===== config.mk =====
export PLATFORM = sky130hd
export DESIGN_NAME = key_debounce
export DESIGN_NICKNAME = d
export VERILOG_FILES = /design/src/rtl/key_debounce_pkg.sv /design/src/rtl/key_debounce_ch.sv /design/src/rtl/key_debounce.sv
export SDC_FILE = /design/constraint.sdc
export NUM_CORES = 1
export LEC_CHECK = 0
export ABC_CLOCK_PERIOD_IN_PS = 2100
export CAP_MARGIN = 5
export CORE_ASPECT_RATIO = 0.9
export CORE_UTILIZATION = 50
export CTS_BUF_LIST = sky130_fd_sc_hd__clkbuf_16
export CTS_CLUSTER_SIZE = 28
export DETAILED_ROUTE_END_ITERATION = 10
export DONT_BUFFER_PORTS = 1
export PLACE_DENSITY = 0.77
export SYNTH_ARGS = -nofsm -noshare
export SYNTH_HDL_FRONTEND = slang
export SYNTH_SLANG_ARGS = --single-unit

===== constraint.sdc =====
create_clock -name CLK -period 2.1 [get_ports CLK]
set_input_delay 0.42 -clock CLK [delete_from_list [all_inputs] [get_ports CLK]]
set_output_delay 0.42 -clock CLK [all_outputs]
set_load 0.01 [all_outputs]

===== src/rtl/key_debounce_pkg.sv =====
// key_debounce_pkg: shared types and defaults for the key debouncer.
//   key_state_e     per-channel FSM state (UP, WAIT_DOWN, DOWN, WAIT_UP)
//   DEF_*           default timing constants in CLK cycles
//   is_pressed()    debounced level decoded from an FSM state
package key_debounce_pkg;

  // Encoding chosen so that bit 1 alone is the debounced level: the
  // decoded KEY_STATE comes from a single flop and cannot glitch.
  typedef enum logic [1:0] {
    UP        = 2'b00,
    WAIT_DOWN = 2'b01,
    DOWN      = 2'b10,
    WAIT_UP   = 2'b11
  } key_state_e;

  localparam int unsigned DEF_DEBOUNCE_CYCLES = 500_000;     // 10 ms at 50 MHz
  localparam int unsigned DEF_REPEAT_DELAY    = 25_000_000;  // 500 ms at 50 MHz
  localparam int unsigned DEF_REPEAT_PERIOD   = 5_000_000;   // 100 ms at 50 MHz

  function automatic logic is_pressed(input key_state_e s);
    return s[1];
  endfunction

endpackage


===== src/rtl/key_debounce_ch.sv =====
// key_debounce_ch: one debounced key channel.
//   clk        system clock
//   rst_n      asynchronous active-low reset (externally synchronized release)
//   key_n      raw key level, active-low, asynchronous to clk
//   state_o    FSM state (debounced level is state_o[1])
//   press_o    one-cycle pulse on debounced press (and on auto-repeat)
//   release_o  one-cycle pulse on debounced release
// Optional feature: define KEY_DEBOUNCE_REPEAT_EN to enable auto-repeat.
module key_debounce_ch
  import key_debounce_pkg::*;
#(
  parameter int unsigned DEBOUNCE_CYCLES = DEF_DEBOUNCE_CYCLES
`ifdef KEY_DEBOUNCE_REPEAT_EN
  ,
  parameter int unsigned REPEAT_DELAY    = DEF_REPEAT_DELAY,
  parameter int unsigned REPEAT_PERIOD   = DEF_REPEAT_PERIOD
`endif
) (
  input  logic       clk,
  input  logic       rst_n,
  input  logic       key_n,
  output key_state_e state_o,
  output logic       press_o,
  output logic       release_o
);

  localparam int unsigned CNT_W = $clog2(DEBOUNCE_CYCLES);
  localparam logic [CNT_W-1:0] CNT_LAST = CNT_W'(DEBOUNCE_CYCLES - 1);

  logic [1:0]       sync_q, sync_d;
  key_state_e       state_q, state_d;
  logic [CNT_W-1:0] cnt_q, cnt_d;
  logic             press_q, press_d;
  logic             release_q, release_d;
  logic             key_s;
  logic             rpt_fire;

  // Two-flop synchronizer; flops idle at 1 (released).
  assign sync_d = {sync_q[0], key_n};
  assign key_s  = sync_q[1];

`ifdef KEY_DEBOUNCE_REPEAT_EN
  localparam int unsigned RPT_MAX = (REPEAT_DELAY > REPEAT_PERIOD) ? REPEAT_DELAY : REPEAT_PERIOD;
  localparam int unsigned RPT_W   = (RPT_MAX > 2) ? $clog2(RPT_MAX) : 1;
  localparam logic [RPT_W-1:0] RPT_FIRST = RPT_W'(REPEAT_DELAY - 1);
  localparam logic [RPT_W-1:0] RPT_NEXT  = RPT_W'(REPEAT_PERIOD - 1);

  logic [RPT_W-1:0] rpt_cnt_q, rpt_cnt_d;
  logic             rpt_armed_q, rpt_armed_d;

  // Counts only while DOWN and still held; any other cycle clears it, so
  // the first repeat is always measured from the latest entry into DOWN.
  // rpt_armed_q selects the first delay versus the steady repeat period.
  always_comb begin
    rpt_cnt_d   = '0;
    rpt_armed_d = 1'b0;
    rpt_fire    = 1'b0;
    if (state_q == DOWN && !key_s) begin
      if (rpt_cnt_q == (rpt_armed_q ? RPT_NEXT : RPT_FIRST)) begin
        rpt_fire    = 1'b1;
        rpt_armed_d = 1'b1;
      end else begin
        rpt_cnt_d   = rpt_cnt_q + 1'b1;
        rpt_armed_d = rpt_armed_q;
      end
    end
  end
`else
  assign rpt_fire = 1'b0;
`endif

  always_comb begin
    state_d   = state_q;
    cnt_d     = cnt_q;
    press_d   = 1'b0;
    release_d = 1'b0;
    case (state_q)
      UP: begin
        if (!key_s) begin
          state_d = WAIT_DOWN;
          cnt_d   = '0;
        end
      end
      WAIT_DOWN: begin
        if (key_s) begin
          state_d = UP;
        end else if (cnt_q == CNT_LAST) begin
          state_d = DOWN;
          press_d = 1'b1;
        end else begin
          cnt_d = cnt_q + 1'b1;
        end
      end
      DOWN: begin
        if (key_s) begin
          state_d = WAIT_UP;
          cnt_d   = '0;
        end
      end
      WAIT_UP: begin
        if (!key_s) begin
          state_d = DOWN;
        end else if (cnt_q == CNT_LAST) begin
          state_d   = UP;
          release_d = 1'b1;
        end else begin
          cnt_d = cnt_q + 1'b1;
        end
      end
      default: state_d = UP;
    endcase
    // Repeats fire only in DOWN, releases only leaving WAIT_UP: never together.
    press_d = press_d | rpt_fire;
  end

  always_ff @(posedge clk or negedge rst_n) begin
    if (!rst_n) begin
      sync_q      <= 2'b11;
      state_q     <= UP;
      cnt_q       <= '0;
      press_q     <= 1'b0;
      release_q   <= 1'b0;
`ifdef KEY_DEBOUNCE_REPEAT_EN
      rpt_cnt_q   <= '0;
      rpt_armed_q <= 1'b0;
`endif
    end else begin
      sync_q      <= sync_d;
      state_q     <= state_d;
      cnt_q       <= cnt_d;
      press_q     <= press_d;
      release_q   <= release_d;
`ifdef KEY_DEBOUNCE_REPEAT_EN
      rpt_cnt_q   <= rpt_cnt_d;
      rpt_armed_q <= rpt_armed_d;
`endif
    end
  end

  assign state_o   = state_q;
  assign press_o   = press_q;
  assign release_o = release_q;

endmodule


===== src/rtl/key_debounce.sv =====
// key_debounce: N_KEYS independent push-button debouncers.
//   CLK          system clock (only clock)
//   RST          asynchronous active-low reset; release must already be
//                synchronized to CLK
//   KEY          raw key levels, active-low, asynchronous
//   KEY_STATE    debounced levels, active-high
//   KEY_PRESS    one-CLK pulse per debounced press (plus repeats if enabled)
//   KEY_RELEASE  one-CLK pulse per debounced release
// Output protocol: PRESS/RELEASE are single-cycle event strobes with no
// back-pressure; a consumer must sample them on every CLK edge. PRESS and
// RELEASE of one channel are never high together; channels may coincide.
// Optional feature: define KEY_DEBOUNCE_REPEAT_EN to enable auto-repeat.
module key_debounce
  import key_debounce_pkg::*;
#(
  parameter int unsigned N_KEYS          = 4,
  parameter int unsigned DEBOUNCE_CYCLES = DEF_DEBOUNCE_CYCLES,
  parameter int unsigned REPEAT_DELAY    = DEF_REPEAT_DELAY,
  parameter int unsigned REPEAT_PERIOD   = DEF_REPEAT_PERIOD
) (
  input  logic              CLK,
  input  logic              RST,
  input  logic [N_KEYS-1:0] KEY,
  output logic [N_KEYS-1:0] KEY_STATE,
  output logic [N_KEYS-1:0] KEY_PRESS,
  output logic [N_KEYS-1:0] KEY_RELEASE
);

  // Range check on the timing parameters; the block is empty and only
  // appears in the elaborated hierarchy for an illegal configuration.
  if (DEBOUNCE_CYCLES < 2 || REPEAT_DELAY < 1 || REPEAT_PERIOD < 1) begin : g_illegal_config
  end

  for (genvar i = 0; i < N_KEYS; i++) begin : g_ch
    key_state_e ch_state;

    key_debounce_ch #(
      .DEBOUNCE_CYCLES(DEBOUNCE_CYCLES)
`ifdef KEY_DEBOUNCE_REPEAT_EN
      ,
      .REPEAT_DELAY   (REPEAT_DELAY),
      .REPEAT_PERIOD  (REPEAT_PERIOD)
`endif
    ) u_ch (
      .clk      (CLK),
      .rst_n    (RST),
      .key_n    (KEY[i]),
      .state_o  (ch_state),
      .press_o  (KEY_PRESS[i]),
      .release_o(KEY_RELEASE[i])
    );

    assign KEY_STATE[i] = is_pressed(ch_state);
  end

endmodule


==> metrics.md <==
| Metric | Value |
|---|---|
| Fraction of layout cells with a size suffix above 1 | `11.2%` |
| Hold Crit Class | `primary input to asynchronous set/reset pin` |
| Wire per inst | `15.5 microns` |
| Reg-to-reg startpoint | `g_ch[1].u_ch.cnt_q[10]` |
| Max frequency | `0.473 GHz` |
| DRT Pass-1 Iters | `8` |
| Final setup fails | `1` |
| Drc violations | `2` |
| Grt ovf | `0` |
| EDFF count, synth | `0` |
| CP endpoint kind | `flop` |
| Crit path max fanout | `8` |
| Post-Synth Adder-Cell Area | `0.954%` |
| Fill count | `853` |
| Initial Utilization | `51.4%` |
| CTS Root Cell | `clkbuf_16` |
| Via count | `4365` |
| Vias in the first global route | `4107` |
| Yosys top cell area share | `43.9%` |
| Largest family of logic cells by synthesized area | `simple AND/OR/NAND/NOR gates` |
| Total Wirelength | `11100 microns` |
| Max-Cap Viols | `0` |
| Worst slew margin | `67.7%` |
| Routed Antenna Nets | `0` |
| Num rows | `35` |
| Setup WS pre-CTS | `-56.1 ps` |
| Fin. Hold Viols | `95` |
| Status | `finished, violations left` |
| Register area | `0.00251 sq mm` |
| Pleak | `0.00250 uW` |
| Final GP Congestion | `0.859` |
| Most common cell in the synthesized netlist | `dfrtp_1` |
| Clock sink total | `100` |
| Cell family with most CP delay | `simple AND/OR/NAND/NOR gates` |
| Post-synthesis simple-gate area fraction | `28.5%` |
| Worst Reg-to-Reg Cells | `5` |
| Clock Path Buffers | `2` |
| Total GRT Usage | `21.8%` |
| Syn Area/Cell | `9.25 sq um` |
| Initial antenna violation count | `0` |
| IO buf count | `0` |
| Synth top cells by count | `dfrtp_1 (92), nand2_1 (72), nor2_1 (45), nand3_1 (40), o21ai_0 (36)` |
| Synth cell types | `58` |
| H-tree Lvls | `3` |
| R2R Setup Slk | `-20 ps` |
| Final net count | `592` |
| Via density | `6.10` |
| CTS buffer count | `9` |
| Failing checks | `DRC, hold timing, setup timing` |
| Worst vdd ir | `573 uV` |
| Power per cell area | `694 mW/mm^2` |
| Yosys warnings | `0` |
| Worst Setup EP | `g_ch[1].u_ch.cnt_q[0]` |
| Total Power | `4030 uW` |
| CP max stage delay | `610 ps` |
| Multi-input logic area | `0.00252 sq mm` |
| Critical path required time | `2320 ps` |
| Main area contributors after synthesis | `dfrtp_1 (44%), nand2_1 (5.2%), dfstp_2 (4.0%)` |
| Pin count of the biggest net entering global routing | `101` |
| Slowest-stage cell, CP | `or4_4` |
| DP HPWL | `7420 microns` |
| Tmin final | `2120 ps` |
| Worst-margin pin slew | `482 ps` |
| Area leader, netlist | `dfrtp_1` |
| FF-to-FF End | `g_ch[1].u_ch.cnt_q[0]` |
| Met1 usage in global routing | `28.6%` |
| Tcrit/Tclk final | `101%` |
| Synth async-reset ratio | `100%` |
| Post-synthesis xor/xnor area fraction | `4.51%` |
| Fin Hold WS | `-234 ps` |
| Netlist area before placement | `0.00524 sq mm` |
| Syn Inst Count | `567` |
| CTS tree | `yes` |
| WP depth | `5` |
| Unrepaired setup endpoints after global routing | `true` |
| Die ar. | `0.0109 sq mm` |
| Seq/Total Area, Yosys | `47.9%` |
| DRT iter0 DRCs | `354` |
| Most used DFF post-synth | `dfrtp_1` |
| Critical Path Source | `g_ch[1].u_ch.cnt_q[10]` |
| Worst skew pair latency | `340 ps` |
| Fin Clk Skew | `7.80 ps` |
| WP data arrival | `2330 ps` |
| Mux share of post-synthesis cell area | `1.91%` |
| Die Y | `99.2 microns` |
| #FFs+latches synth | `100` |
| Clock Pin Slew Worst Setup and Hold Paths | `70 ps` |
| GR peak layer | `met2` |
| Startpoint class of the critical path | `flop` |
| I/O pin total | `18` |
| Worst-path cell chain | `or4bb_1 > or4_4 > nor2_8 > mux2i_1 > o21ai_1` |
| Global routing usage on met2 | `35.5%` |
| First-pass GRT wire length | `18800 microns` |
| Crit path buffers/inverters | `0` |
| Core area | `0.0102 sq mm` |
| N_diodes | `0` |
| Syn_nets | `577` |
| Compound-Gate Fraction of Synth Area | `11.9%` |
| Die Wd | `110 microns` |
| Syn-to-layout area delta | `10.9%` |
| Post-route setup slack | `-15.3 ps` |
| Final max-slew violation count | `0` |
| GR Layer Usage met3 | `5.50%` |
| Kind of critical path | `flop to flop` |
[layer usage]
metal / share of wire, % / vias up
met3: 4.2 / 10
met2: 50 / 109
li1: - / 2084
met1: 45 / 2162
met4: 1.1 / 0
met5: 0 / -
[how the worst min path moves through the flow]
stage,from,to,slack (ps),cells past startpoint
floorplan,RST,asynchronous set/reset pin,120,0
global placement,RST,g_ch[2].u_ch.cnt_q[18],130,0
detailed placement,RST,g_ch[2].u_ch.cnt_q[6],130,0
CTS,RST,g_ch[2].u_ch.cnt_q[16],-240,0
global route,RST,g_ch[2].u_ch.cnt_q[16],-260,0
finish,RST,g_ch[2].u_ch.cnt_q[14],-230,0
[cells by family after synthesis]
family,count (synthesis)
AO/OA/AOI/OAI,99
multiplexers,10
flip-flops,100
buffers and inverters,45
adder cells (fa/ha/maj),4
XOR/XNOR,27
AND/OR/NAND/NOR,282
[sequential cells by signal (all words and copies together) (netlist names), named ones only]
| name | flops |
|---|---|
| g_ch.u_ch.cnt_q | 76 |
| g_ch.u_ch.sync_q | 8 |
| g_ch.u_ch.press_o | 4 |
| g_ch.u_ch.release_o | 4 |
| g_ch.u_ch.state_o | 4 |
[power by group]
| part | total, uW | internal [uW] | switching (uW) |
|---|---|---|---|
| registers | 2100 | 2000 | 98.9 |
| clock network | 1720 | 1030 | 695 |
| logic | 213 | 88.4 | 125 |
[metrics by stage]
step / cell area [sq um] / TNS [ps] / std cells / util (%)
after detailed placement: 5500 / -95.0 / 700 / 53.9
after global placement: 5500 / -4.78 / 700 / 53.9
after CTS: 5820 / -85.2 / 717 / 57.1
after floorplan: 5250 / 0 / 567 / -
final: 5810 / -15.3 / 716 / 57.0
after global routing: 5810 / -180 / 716 / 57.0
[worst register-to-register path: cells and delay by family (launching register included)]
family | cells | cell delay, ps
compound gates | 1 | 80
flops | 1 | 380
mux | 1 | 230
simple gates | 3 | 1300
[layout by cell type, fill, tap and decap left out, types with 5 or more instances in the layout]
master,synthesis,final
nor3_1,14,14
nor2_1,45,44
clkbuf_16,0,9
nand3_1,40,40
xor2_1,12,12
and4_1,7,7
o21ai_0,36,35
dfrtp_1,92,92
nand3b_1,5,5
nand4_1,23,23
dfstp_2,8,8
o21ai_1,4,5
or4_1,7,6
a21oi_1,19,19
nor4_1,12,12
inv_1,15,17
buf_4,12,34
and3_1,16,16
nand2_1,72,72
xnor2_1,15,15
or3_1,16,16
a22o_1,5,5
mux2i_1,10,10
[final cells by class]
type                            count  area share [%]
Clock inverter                      7            1.44
Timing Repair Buffer               34            4.39
Clock buffer                        9            3.87
Multi-Input combinational cell    422            43.3
Tap cell                          129            2.78
Sequential cell                   100            43.2
Inverter                           15           0.969
[repair_timing]
action,4_1_cts,5_1_grt
gates resized for setup,2,2
buffers inserted,1,0
endpoints found under the hold margin,100,100
endpoints found under the setup margin,3,8
pin swaps,0,2
(Power assumes the default switching activity.)
